**src/rtl/riscv_bus_pkg.sv**
```systemverilog
// rtl/riscv_bus_pkg.sv - shared arbiter state encoding, request bundle and error constants
package riscv_bus_pkg;

  typedef enum logic [1:0] {
    ST_IDLE = 2'd0,
    ST_GNT0 = 2'd1,
    ST_GNT1 = 2'd2
  } arb_state_e;

  typedef struct packed {
    logic        valid;
    logic [31:0] addr;
    logic [31:0] wdata;
    logic [3:0]  wstrb;
  } bus_req_t;

  localparam logic [31:0] DEFAULT_ERR_RDATA = 32'hDEADBEEF;

  function automatic arb_state_e gnt_state(input logic idx);
    return idx ? ST_GNT1 : ST_GNT0;
  endfunction

endpackage

```
**src/rtl/rr_arb2.sv**
```systemverilog
// rtl/rr_arb2.sv - two-input round-robin grant decision
module rr_arb2 (
  input  logic req0,
  input  logic req1,
  input  logic last_grant,
  output logic gnt_valid,
  output logic gnt_idx
);

  always_comb begin
    gnt_valid = req0 | req1;
    gnt_idx   = 1'b0;
    if (req0 && req1) begin
      // on a tie the master that did not win last time goes first
      gnt_idx = ~last_grant;
    end else if (req1) begin
      gnt_idx = 1'b1;
    end
  end

endmodule

```
**src/rtl/mem_bus_arbiter.sv**
```systemverilog
// rtl/mem_bus_arbiter.sv - two-master shared memory bus arbiter with stall timeout
module mem_bus_arbiter
  import riscv_bus_pkg::*;
#(
  parameter int unsigned TIMEOUT_CYCLES = 1024,
  parameter logic [31:0] ERR_RDATA      = DEFAULT_ERR_RDATA
) (
  input  logic        clk,
  input  logic        rst,
  input  logic        m0_valid,
  output logic        m0_ready,
  input  logic [31:0] m0_addr,
  input  logic [31:0] m0_wdata,
  input  logic [3:0]  m0_wstrb,
  output logic [31:0] m0_rdata,
  input  logic        m1_valid,
  output logic        m1_ready,
  input  logic [31:0] m1_addr,
  input  logic [31:0] m1_wdata,
  input  logic [3:0]  m1_wstrb,
  output logic [31:0] m1_rdata,
  output logic        s_valid,
  output logic [31:0] s_addr,
  output logic [31:0] s_wdata,
  output logic [3:0]  s_wstrb,
  input  logic        s_ready,
  input  logic [31:0] s_rdata,
  output logic        bus_err,
  output logic        err_master
);

  localparam int unsigned      CNT_W    = $clog2(TIMEOUT_CYCLES) + 1;
  localparam logic [CNT_W-1:0] CNT_LAST = CNT_W'(TIMEOUT_CYCLES - 1);

  arb_state_e       state_q, state_d;
  logic             last_grant_q, last_grant_d;
  logic [CNT_W-1:0] stall_cnt_q, stall_cnt_d;
  logic             err_master_q, err_master_d;

  bus_req_t m0_req, m1_req, sel_req;
  logic     granted, sel_idx, sel_valid, timeout;
  logic     gnt_valid, gnt_idx;
  logic     resp_ready;
  logic [31:0] resp_rdata;

  assign m0_req    = {m0_valid, m0_addr, m0_wdata, m0_wstrb};
  assign m1_req    = {m1_valid, m1_addr, m1_wdata, m1_wstrb};
  assign granted   = (state_q != ST_IDLE);
  assign sel_idx   = (state_q == ST_GNT1);
  assign sel_req   = sel_idx ? m1_req : m0_req;
  assign sel_valid = granted & sel_req.valid;
  // a memory response in the last allowed cycle beats the timeout
  assign timeout   = sel_valid & ~s_ready & (stall_cnt_q == CNT_LAST);

  rr_arb2 u_rr_arb2 (
    .req0       (m0_valid),
    .req1       (m1_valid),
    .last_grant (last_grant_q),
    .gnt_valid  (gnt_valid),
    .gnt_idx    (gnt_idx)
  );

  always_ff @(posedge clk) begin
    if (!rst) begin
      state_q      <= ST_IDLE;
      last_grant_q <= 1'b1;
      stall_cnt_q  <= '0;
      err_master_q <= 1'b0;
    end else begin
      state_q      <= state_d;
      last_grant_q <= last_grant_d;
      stall_cnt_q  <= stall_cnt_d;
      err_master_q <= err_master_d;
    end
  end

  always_comb begin
    state_d      = state_q;
    last_grant_d = last_grant_q;
    stall_cnt_d  = stall_cnt_q;
    err_master_d = err_master_q;
    case (state_q)
      ST_IDLE: begin
        if (gnt_valid) begin
          state_d      = gnt_state(gnt_idx);
          last_grant_d = gnt_idx;
          stall_cnt_d  = '0;
        end
      end
      ST_GNT0, ST_GNT1: begin
        if (!sel_req.valid || s_ready) begin
          state_d = ST_IDLE;
        end else if (timeout) begin
          state_d      = ST_IDLE;
          err_master_d = sel_idx;
        end else if (stall_cnt_q != CNT_LAST) begin
          stall_cnt_d = stall_cnt_q + CNT_W'(1);
        end
      end
      default: state_d = ST_IDLE;
    endcase
  end

  always_comb begin
    s_valid    = 1'b0;
    s_addr     = '0;
    s_wdata    = '0;
    s_wstrb    = '0;
    m0_ready   = 1'b0;
    m0_rdata   = '0;
    m1_ready   = 1'b0;
    m1_rdata   = '0;
    bus_err    = 1'b0;
    resp_ready = 1'b0;
    resp_rdata = '0;
    if (granted) begin
      s_valid    = sel_req.valid & ~timeout;
      s_addr     = sel_req.addr;
      s_wdata    = sel_req.wdata;
      s_wstrb    = sel_req.wstrb;
      // a transaction caught by reset completes silently
      resp_ready = rst & ((sel_valid & s_ready) | timeout);
      resp_rdata = timeout ? ERR_RDATA : s_rdata;
      bus_err    = rst & timeout;
      if (sel_idx) begin
        m1_ready = resp_ready;
        m1_rdata = resp_rdata;
      end else begin
        m0_ready = resp_ready;
        m0_rdata = resp_rdata;
      end
    end
  end

  assign err_master = err_master_q;

endmodule

```
**config.mk**
```make
export PLATFORM = sky130hd
export DESIGN_NAME = mem_bus_arbiter
export DESIGN_NICKNAME = d
export VERILOG_FILES = /design/src/rtl/riscv_bus_pkg.sv /design/src/rtl/rr_arb2.sv /design/src/rtl/mem_bus_arbiter.sv
export SDC_FILE = /design/constraint.sdc
export NUM_CORES = 1
export LEC_CHECK = 0
export CAP_MARGIN = 20
export CORE_AREA = 8 8 115 117
export CTS_BUF_LIST = sky130_fd_sc_hd__clkbuf_8 sky130_fd_sc_hd__clkbuf_16
export DETAILED_ROUTE_END_ITERATION = 10
export DIE_AREA = 0 0 123 125
export GPL_TIMING_DRIVEN = 0
export PLACE_DENSITY = 0.73
export SYNTH_ARGS = -nofsm -noshare
export SYNTH_HDL_FRONTEND = slang
export SYNTH_SLANG_ARGS = --single-unit
```
**constraint.sdc**
```tcl
create_clock -name clk -period 2.7 [get_ports clk]
set_clock_uncertainty 0.05 [all_clocks]
set_input_delay 0.405 -clock clk [delete_from_list [all_inputs] [get_ports clk]]
set_output_delay 0.405 -clock clk [all_outputs]
set_load 0.05 [all_outputs]
```
==> results.tsv, run 1 <==
stage	metric	value	unit
run_status	outcome	finished, final reports clean	
pwr	clkPwrFrac	0.139	
logic_synthesis	yosys-top-cells-count	nor2_1, mux2i_1, o21a_1	
grt	grt.total_usage	0.206	
grt	grt_max_degree	11	
pwr	pwr-share-comb	0.749	
pwr	seq_power_share	0.112	
logic_synthesis	synth_edf_count	0	
logic_synthesis	synthesis.nets	521	
pwr	intPower	1.01	mW
floorplan	fp.dieW	123	microns
logic_synthesis	syn_area	2530	sq um
drt	ant_nets	0	
flow_run	maxCapViolCount	0	
logic_synthesis	syn-mean-instance-area	7.33	sq um
hold_path	min_path_type	reg -> reg	
timing	tns	0	ps
timing	max_freq	0.378	GHz
clocking	clk_latency	250	ps
timing	fin_ws	56.5	ps
placement	place.gp.congestion	0.898	
floorplan	fp.dieH	125	microns
floorplan	core_area	11600	sq um
logic_synthesis	synth-seq-cells	15	
setup_path	worstPathArrival	2190	ps
clocking	clockRootBuffer	clkbuf_16	
drt	vias	4097	
drt	drtPass1Iterations	4	
logic_synthesis	yosysSeqAreaShare	0.119	
floorplan	placementRows	40	
logic_synthesis	synth_cells	345	
placement	dp_slack	-737	ps
grt	antenna_found_initial	2	
logic_synthesis	yosysMostFrequentCell	nor2_1	
pwr	leakagePower	2.73	nW
clocking	cts.reportedPaths.clkPinSlew	50	ps
drt	routedWlPerCell	20.7	microns
drt	wirelength	17200	microns
grt	grt_pass1_vias	4262	
timing	hold_viol	0	
placement	portBuffers	308	
floorplan	pin_count	310	
placement	dp_hpwl	14400	microns
pwr	p_switching	1.07	mW
logic_synthesis	synth_top_area_frac	0.269	
setup_path	end_kind	primary output	
pwr	sw_frac_of_total	0.515	
clocking	cts_made_buffers	3	
timing	period_minus_slack	2640	ps
setup_path	crit_required	2250	ps
floorplan	initial_core_util	0.218	
timing	report.final.slew_viol_count	0	
logic_synthesis	synth_ff_type	dfxtp_1	
pwr	irDropWorstVdd	0.202	mV
drt	viasPerCell	4.92	
finish	num_antenna_cells	0	
pwr	powerDensity	336	nW/um^2
grt	grt_overflow	0	
finish	areaGrowthSynthToFinish	145	%
logic_synthesis	synth_cell_types	47	
setup_path	crit_path_max_fanout	5	
timing	slew_headroom	0.596	
logic_synthesis	yosysTopAreaCell	mux2i_1	
finish	nNetsFinal	862	
finish	final_layout_size_suffix_gt1_frac	0.218	
clocking	htree_levels	1	
setup_path	critical_path_class	reg -> out	
drt	drcViolationCount	0	
clocking	tritoncts	built	
timing	worst_slew_pin_slew	606	ps
grt	grt_pass1_wl	25000	microns
drt	drt-initial-drc-count	152	
setup_path	critPathLaunchType	register	
logic_synthesis	synth.area.top_cells	mux2i_1, o21a_1, dfxtp_1, nor2_1, and3_1	
logic_synthesis	ys_warn_count	0	
timing	fin_crit_sh	0.979	
timing	setup_violations	0	
floorplan	die_area	15400	sq um
logic_synthesis	async_reset_ff_frac	0	
clocking	cts_sinks	15	
clocking	clockBufferDepth	2	
## logic make-up after synthesis
| family | after synthesis | synth area share |
|---|---|---|
| mux | 69 | 0.278 |
| flops | 15 | 0.119 |
| buf+inv | 39 | 0.0702 |
| simple gates | 131 | 0.250 |
| compound gates | 88 | 0.268 |
| fa+ha+maj | 3 | 0.0148 |
## sequential cells by signal (all words and copies together), names as in the netlist
register and count:
err_master 1, stall_cnt_q 11, state_q 2, last_grant_q 1
## area by class of cell
| cell class | count | area, sq um |
|---|---|---|
| fill | 1074 | 5420 |
| timing repair buffer | 337 | 3290 |
| multi-input combinational | 291 | 2120 |
| sequential | 15 | 304 |
| buffer | 33 | 205 |
| tap | 147 | 184 |
| clock buffer | 3 | 75.1 |
| inverter | 5 | 18.8 |
| clock inverter | 1 | 3.75 |
## routing by layer
metal  vias up  track usage  wire length [microns]
met5         -            0                     23
met4         4       0.0425                    317
met3        24       0.0792                   1940
met2       234        0.387                   8750
met1      1897        0.209                   6190
li1       1938            -                      -
## layout by cell type (no fill, tap or decap), types with 2 or more instances in the layout
| cell type | n |
|---|---|
| a31oi_1 | 4 |
| o311ai_0 | 6 |
| inv_1 | 5 |
| dfxtp_1 | 12 |
| clkdlybuf4s15_2 | 5 |
| and4_1 | 2 |
| dlygate4sd2_1 | 57 |
| dfxtp_2 | 3 |
| o21a_1 | 50 |
| clkbuf_8 | 2 |
| nand2_1 | 9 |
| buf_4 | 31 |
| clkdlybuf4s50_1 | 170 |
| ha_4 | 2 |
| clkbuf_2 | 13 |
| buf_6 | 57 |
| o21ai_0 | 6 |
| buf_16 | 2 |
| mux2i_1 | 68 |
| a21boi_0 | 2 |
| a211oi_1 | 3 |
| buf_2 | 14 |
| and3_1 | 19 |
| nand3_1 | 3 |
| o31ai_1 | 4 |
| nand4_1 | 2 |
| clkbuf_16 | 3 |
| or2_2 | 2 |
| nor2_1 | 78 |
| clkdlybuf4s15_1 | 5 |
| a21oi_1 | 2 |
| clkbuf_1 | 10 |
| buf_8 | 2 |
| o211ai_1 | 2 |
## path summary, 6_finish.rpt
kind                                      start         endpoint  slack, ps  depth (start not counted)
worst min register to register  stall_cnt_q[10]  stall_cnt_q[10]        450                          1
worst max register to register       state_q[1]   stall_cnt_q[4]        210                          7
worst min-delay path            stall_cnt_q[10]  stall_cnt_q[10]        450                          1
worst max-delay path                 state_q[0]     m1_rdata[16]         60                         11
## worst max-delay path, cell delays in order (launching register included)
cell     delay (ps)
dfxtp_2         320
inv_2            90
ha_4            190
mux2i_4         300
nor4_4           60
and2_4          160
buf_6           110
buf_6           120
buf_6           120
buf_16          120
o21a_1          200
buf_6           160
## metrics by stage
stage               instance area (sq um)  hold slack, ps  std cells   util  total power [mW]
finish                               6190             453        832  0.533              2.08
global route                         6190             475        832  0.533              2.17
floorplan                            2530             406        345      -              1.15
detailed placement                   5800             435        800  0.500              1.83
global placement                     5800             430        800  0.500              1.82
CTS                                  6140             457        830  0.529              2.08
## power by group through the flow
| stage | Sequential, mW | Combinational (mW) | Clock, mW |
|---|---|---|---|
| 5_1_grt | 0.233 | 1.64 | 0.301 |
| 4_1_cts | 0.232 | 1.56 | 0.287 |
| 2_1_floorplan | 0.235 | 0.912 | 0 |
| 6_report | 0.233 | 1.56 | 0.289 |
| 3_3_place_gp | 0.235 | 1.58 | 0 |
| 3_5_place_dp | 0.236 | 1.59 | 0 |
## what timing repair did
item | in CTS | in global routing
pin swaps | 7 | 3
cloned | 5 | 0
setup buffers | 21 | 3
endpoints found under the setup margin | 136 | 125
resized for setup | 555 | 32
hold buffers | 0 | 0
Power figures use the tool's default switching activity.
==> inputs of run 2 (changes only) <==
clock period = 3.34 ns   (was 2.7 ns; I/O delays follow)
==> run 2 against run 1 <==
Compared with the run above: utilization is 4.1 points lower; clock-buffer cell count stayed put; critical path depth is 4 lower; critical endpoint is now m1_ready; largest power group unchanged; highest routed layer is now met4.
==> results.tsv, run 2 (synthesis results as in run 1) <==
stage	metric	value	unit	change
run_status	outcome	finished, final reports clean		
clocking	tritoncts	built		
pwr	intPower	0.823	mW	-18%
floorplan	placementRows	40		unchanged
clocking	cts_sinks	15		unchanged
drt	vias	3914		-4.5%
setup_path	end_kind	primary output		
pwr	powerDensity	293	nW/um^2	-13%
floorplan	fp.dieW	123	microns	unchanged
finish	num_antenna_cells	0		unchanged
finish	final_layout_size_suffix_gt1_frac	0.135		-0.0827
placement	placed_cell_area	5800	sq um	about the same
grt	antenna_found_initial	0		-2
timing	fin_crit_sh	0.964		
finish	areaGrowthSynthToFinish	126	%	
placement	place.gp.congestion	0.857		-4.5%
floorplan	initial_core_util	0.218		unchanged
grt	grt_overflow	0		unchanged
pwr	irDropWorstVdd	0.160	mV	-21%
timing	slew_headroom	0.601		+0.00571
timing	setup_violations	0		unchanged
clocking	clockRootBuffer	clkbuf_16		
clocking	cts_made_buffers	3		unchanged
timing	report.final.slew_viol_count	0		unchanged
timing	period_minus_slack	3220	ps	
pwr	p_switching	0.848	mW	-21%
hold_path	min_path_type	reg -> reg		
clocking	htree_levels	1		unchanged
finish	layout_commonest_cell	clkdlybuf4s50_1		
finish	reg.largest.list	stall_cnt_q (11), state_q (2)		
pwr	sw_frac_of_total	0.507		-0.00795
pwr	clkPwrFrac	0.140		about the same
floorplan	die_area	15400	sq um	unchanged
drt	drt-initial-drc-count	107		-30%
timing	worst_slew_pin_slew	596	ps	-10.4 ps
setup_path	crit_path_max_fanout	7		+2
drt	ant_nets	0		unchanged
clocking	clk_latency	250	ps	about the same
finish	nNetsFinal	837		-2.9%
setup_path	worstPathArrival	2670	ps	+480 ps
drt	routedWlPerCell	20.3	microns	-2.0%
flow_run	maxCapViolCount	0		unchanged
grt	grt.total_usage	0.196		-0.0103
finish	fin_area	5710	sq um	-7.8%
drt	viasPerCell	4.85		-1.5%
grt	grt_pass1_wl	23800	microns	-4.6%
drt	drcViolationCount	0		unchanged
finish	layout_common_cells	clkdlybuf4s50_1, nor2_1, mux2i_1, o21a_1, clkbuf_2		
finish	top_register	stall_cnt_q		
setup_path	crit_required	2790	ps	+540 ps
timing	whs	452	ps	-0.919 ps
placement	dp_hpwl	14100	microns	-1.6%
drt	wirelength	16400	microns	-4.9%
floorplan	core_area	11600	sq um	unchanged
setup_path	critPathLaunchType	primary input		
floorplan	fp.dieH	125	microns	unchanged
clocking	clockBufferDepth	2		unchanged
pwr	seq_power_share	0.112		about the same
pwr	leakagePower	2.21	nW	-19%
timing	max_freq	0.311	GHz	
pwr	pwr-share-comb	0.748		about the same
floorplan	pin_count	310		unchanged
clocking	cts_hold_buf	0		unchanged
setup_path	critical_path_class	in -> out		
grt	grt_max_degree	11		unchanged
placement	portBuffers	308		unchanged
drt	drtPass1Iterations	4		unchanged
clocking	cts.reportedPaths.clkPinSlew	50	ps	about the same
grt	grt_pass1_vias	4100		-3.8%
timing	hold_viol	0		unchanged
finish	largest_reg_flops	11		unchanged
## run 2: cell count changes in the layout (fill, tap and decap cells not counted), sizes merged
cell,delta
clkbuf,+39
clkdlybuf4s15,+7
clkdlybuf4s50,+73
buf,-93
dlygate4sd2,-51
## run 2: final cells by class
cell class	count	area, sq um
fill	1153	5900
buffer	34	169
inverter	5	18.8
timing repair buffer	311	2910
clock buffer	3	75.1
tap	147	184
multi-input combinational	291	2050
clock inverter	1	3.75
sequential	15	300
## run 2: repair_timing
item                                    CTS  global route
gates resized for setup                 129            63
pin swaps                                 0             1
buffers inserted                          0             3
endpoints found under the setup margin   77            96
## run 2: power groups by stage
stage          combinational [mW]  sequential (mW)  clock [mW]
2_1_floorplan               0.736            0.190           0
3_3_place_gp                 1.27            0.190           0
3_5_place_dp                 1.28            0.191           0
4_1_cts                      1.26            0.187       0.240
5_1_grt                      1.32            0.187       0.248
6_report                     1.25            0.187       0.233
## run 2: critical path, stage by stage
cell and delay [ps]:
clkdlybuf4s50_1 620, mux2i_4 180, buf_4 180, nor2_1 90
o211ai_1 110, nor2_1 140, clkdlybuf4s50_1 840
## run 2: stage by stage
step	setup WS, ps	std cells	util	TNS [ps]	total power [mW]
6_report	121	807	0.492	0	1.67
5_1_grt	-10.0	807	0.492	-10.0	1.75
4_1_cts	1.53	804	0.506	0	1.69
3_5_place_dp	-346	800	0.499	-16260	1.47
3_3_place_gp	-290	800	0.499	-13180	1.46
2_1_floorplan	184	345	-	0	0.926
## run 2: path summary, 6_finish.rpt
| check | from | endpoint | slack (ps) | cells after the start |
|---|---|---|---|---|
| hold reg to reg | stall_cnt_q[10] | stall_cnt_q[10] | 450 | 1 |
| hold / removal | stall_cnt_q[10] | stall_cnt_q[10] | 450 | 1 |
| setup / recovery | m1_valid | m1_ready | 120 | 7 |
| setup reg to reg | state_q[1] | stall_cnt_q[7] | 1050 | 7 |
## run 2: routing by layer
| layer | global-route usage | vias to the layer above | routed length [microns] |
|---|---|---|---|
| met1 | 0.202 | 1779 | 6100 |
| met2 | 0.356 | 229 | 8010 |
| met5 | 0 | - | 0 |
| met4 | 0.0489 | 0 | 322 |
| li1 | - | 1885 | - |
| met3 | 0.0792 | 21 | 1950 |
==> inputs of run 3 (changes only) <==
PLACE_DENSITY = 0.71   (was 0.73)
SYNTH_HIERARCHICAL = 1   (was default)
==> run 3 against run 2 <==
Compared with the run above: cell count is 1.5% higher; first-iteration DRC count is 47% higher; hold slack worse by 49 ps; register-to-register slack hardly changed; sequential cell count stayed put; utilization hardly changed; wire length is 1.1% lower; via count is 0.15% higher; design area hardly changed; die area stayed put; area after synthesis is 1.1% higher.
==> results.tsv, run 3 <==
stage	metric	value	unit	change
run_status	outcome	finished, final reports clean		
logic_synthesis	synth_top_area_frac	0.274		+0.00480
timing	worst_slew_pin_slew	831	ps	+235 ps
floorplan	placementRows	40		unchanged
logic_synthesis	synthMuxAreaShare	0.279		+0.00127
logic_synthesis	synth-seq-cells	15		unchanged
drt	ant_nets	0		unchanged
pwr	p_switching	1.02	mW	+21%
finish	reg.largest.list	stall_cnt_q (11), state_q (2)		
placement	portBuffers	308		unchanged
drt	routedWlPerCell	19.8	microns	-2.5%
floorplan	die_area	15400	sq um	unchanged
clocking	cts_sinks	15		unchanged
timing	whs	404	ps	-48.8 ps
placement	dp.cells	816		+2.0%
pwr	clkPwrFrac	0.127		-0.013
logic_synthesis	yosysSeqAreaShare	0.117		-0.00133
drt	drtPass1Iterations	5		+1
placement	dp_slack	-534	ps	-188 ps
pwr	leakagePower	2.27	nW	+2.9%
grt	antenna_found_initial	0		unchanged
timing	period_minus_slack	3190	ps	-27.4 ps
logic_synthesis	async_reset_ff_frac	0		unchanged
hold_path	min_path_type	reg -> reg		
timing	setup_violations	0		unchanged
drt	vias	3920		+0.15%
setup_path	path_buf_inv	1		-2
finish	top_register	stall_cnt_q		
setup_path	worstPathCellList	ha_1, nand3_1, nor3_2, o211ai_1, nor2_1, clkdlybuf4s50_1		
placement	dp_hpwl	14000	microns	-0.90%
drt	viasPerCell	4.79		-1.3%
setup_path	crit_required	2790	ps	about the same
finish	fin_cells	819		+1.5%
grt	grt_pass1_wl	23500	microns	-1.1%
finish	nNetsFinal	849		+1.4%
logic_synthesis	synthAdderAreaFrac	0.0147		-0.000167
drt	wirelength	16200	microns	-1.1%
logic_synthesis	synth_top_family_by_area	multiplexers		
drt	drt-initial-drc-count	157		+47%
floorplan	fp.dieW	123	microns	unchanged
clocking	cts.reportedPaths.clkPinSlew	50	ps	about the same
floorplan	initial_core_util	0.220		+0.00248
timing	slew_headroom	0.431		-0.170
floorplan	fp.dieH	125	microns	unchanged
finish	largest_reg_flops	11		unchanged
logic_synthesis	synth_edf_count	0		unchanged
setup_path	crit_path_max_fanout	6		-1
flow_run	maxCapViolCount	0		unchanged
pwr	powerDensity	333	nW/um^2	+14%
pwr	pwr-share-comb	0.769		+0.021
clocking	post_cts_buffers	0		unchanged
setup_path	crit_path_start	stall_cnt_q[1]		
finish	num_antenna_cells	0		unchanged
timing	hold_viol	0		unchanged
logic_synthesis	synthSimpleGateAreaFrac	0.272		+0.0221
pwr	intPower	0.875	mW	+6.3%
logic_synthesis	yosysMostFrequentCell	nor2_1		
finish	layout_common_cells	clkdlybuf4s50_1, nor2_1, mux2i_1, o21a_1, buf_2		
floorplan	core_area	11600	sq um	unchanged
setup_path	crit_slowest_cell	clkdlybuf4s50_1		
clocking	clk_latency	250	ps	about the same
clocking	clockRootBuffer	clkbuf_16		
logic_synthesis	yosys-top-cells-count	nor2_1, mux2i_1, o21a_1		
pwr	total_power	1.90	mW	+14%
timing	max_freq	0.313	GHz	+0.86%
finish	fillers	1185		+2.8%
grt	grt_max_degree	11		unchanged
timing	report.final.slew_viol_count	0		unchanged
clocking	clockBufferDepth	2		unchanged
finish	fin_area	5710	sq um	about the same
clocking	htree_levels	1		unchanged
timing	fin_crit_sh	0.956		-0.00821
finish	layout_commonest_cell	clkdlybuf4s50_1		
timing	tns	0	ps	unchanged
floorplan	pin_count	310		unchanged
pwr	irDropWorstVdd	0.162	mV	+1.6%
logic_synthesis	yosysTopAreaCell	mux2i_1		
logic_synthesis	ys_warn_count	6		+6
setup_path	critPathLaunchType	register		
logic_synthesis	synth_compound_area_frac	0.240		-0.0284
setup_path	critical_path_class	reg -> out		
setup_path	reg2reg_from	state_q[0]		
grt	grt_pass1_vias	4070		-0.73%
pwr	sw_frac_of_total	0.539		+0.0317
placement	placed_cell_area	5830	sq um	+0.50%
clocking	tritoncts	built		
logic_synthesis	synth_cell_types	46		-2.1%
placement	place.gp.congestion	0.903		+5.4%
logic_synthesis	synth_cells	361		+4.6%
logic_synthesis	synthesis.nets	537		+3.1%
clocking	cts_hold_buf	0		unchanged
drt	drcViolationCount	0		unchanged
logic_synthesis	synth_xor_area_frac	0		unchanged
logic_synthesis	synth.area.top_cells	mux2i_1, o21a_1, nor2_1, dfxtp_1, and3_1		
grt	grt.total_usage	0.195		-0.00115
finish	areaGrowthSynthToFinish	123	%	
finish	postLayoutCoreUtil	0.492		about the same
pwr	seq_power_share	0.104		-0.008
setup_path	max_stage_delay	840	ps	about the same
setup_path	worstPathArrival	2640	ps	-30 ps
setup_path	end_kind	primary output		
logic_synthesis	synth_ff_type	dfxtp_1		
timing	fin_ws	148	ps	+27.4 ps
grt	grt_overflow	0		unchanged
clocking	cts_made_buffers	3		unchanged
timing	rsz0062_at_grt	false		
logic_synthesis	syn-mean-instance-area	7.09	sq um	-3.3%
finish	final_layout_size_suffix_gt1_frac	0.126		-0.00836
setup_path	cp_top_family	buffers and inverters		
hold_path	hp-start	stall_cnt_q[10]		
logic_synthesis	syn_area	2560	sq um	+1.1%
==> run 3: cell types whose count changed after synthesis, moves of 3 or more <==
cell      delta
nand2_1      +3
clkbuf_1     +3
o311ai_0     -5
nor2_1       +3
buf_6        +4
o31ai_1      -4
nor3_1       +3
buf_4        -5
nand3_1      +6
==> run 3: power groups by stage <==
stage	sequential (mW)	combinational, mW	clock, mW
after floorplan	0.199	0.891	0
after global routing	0.199	1.53	0.255
final	0.198	1.46	0.240
after detailed placement	0.201	1.51	0
after global placement	0.201	1.50	0
after CTS	0.198	1.49	0.247
==> run 3: layout make-up <==
class	count	area (sq um)	area share
clock buffer	3	75.1	0.0132
buffer	33	178	0.0311
clock inverter	1	7.51	0.00132
sequential	15	300	0.0526
tap	147	184	0.0322
inverter	7	26.3	0.00460
multi-input combinational	305	2090	0.365
timing repair buffer	308	2850	0.500
==> run 3: final timing paths <==
path / end / slack (ps) / cells after the start
min: stall_cnt_q[10] / 400 / 1
max: m0_ready / 150 / 6
min reg2reg: stall_cnt_q[10] / 400 / 1
max reg2reg: stall_cnt_q[4] / 1060 / 7
==> run 3: repair_timing <==
item	4_1_cts	5_1_grt
resized for setup	210	99
setup endpoints to repair	89	94
pin swaps	1	1
==> run 3: cell families (layout without fill, tap and decap cells) <==
kind of cell | count (synthesis) | count (layout)
compound gates | 83 | 83
fa+ha+maj | 3 | 3
buf+inv | 41 | 352
flops | 15 | 15
mux | 71 | 71
simple gates | 148 | 148
==> run 3: worst reg2reg max path: cells and delay by family, from the launching register on <==
family	cells	cell delay (ps)
AOI/OAI and AO/OA	3	1120
DFF	1	320
buffers and inverters	2	250
muxes	1	250
adders and majority gates	1	180
==> run 3: metal layers <==
layer / up-vias / part of all wire / GRT usage
met1: 1762 / 0.36 / 0.201
met5: - / 0 / 0
li1: 1919 / - / -
met4: 0 / 0.024 / 0.0567
met2: 220 / 0.51 / 0.362
met3: 19 / 0.099 / 0.0621
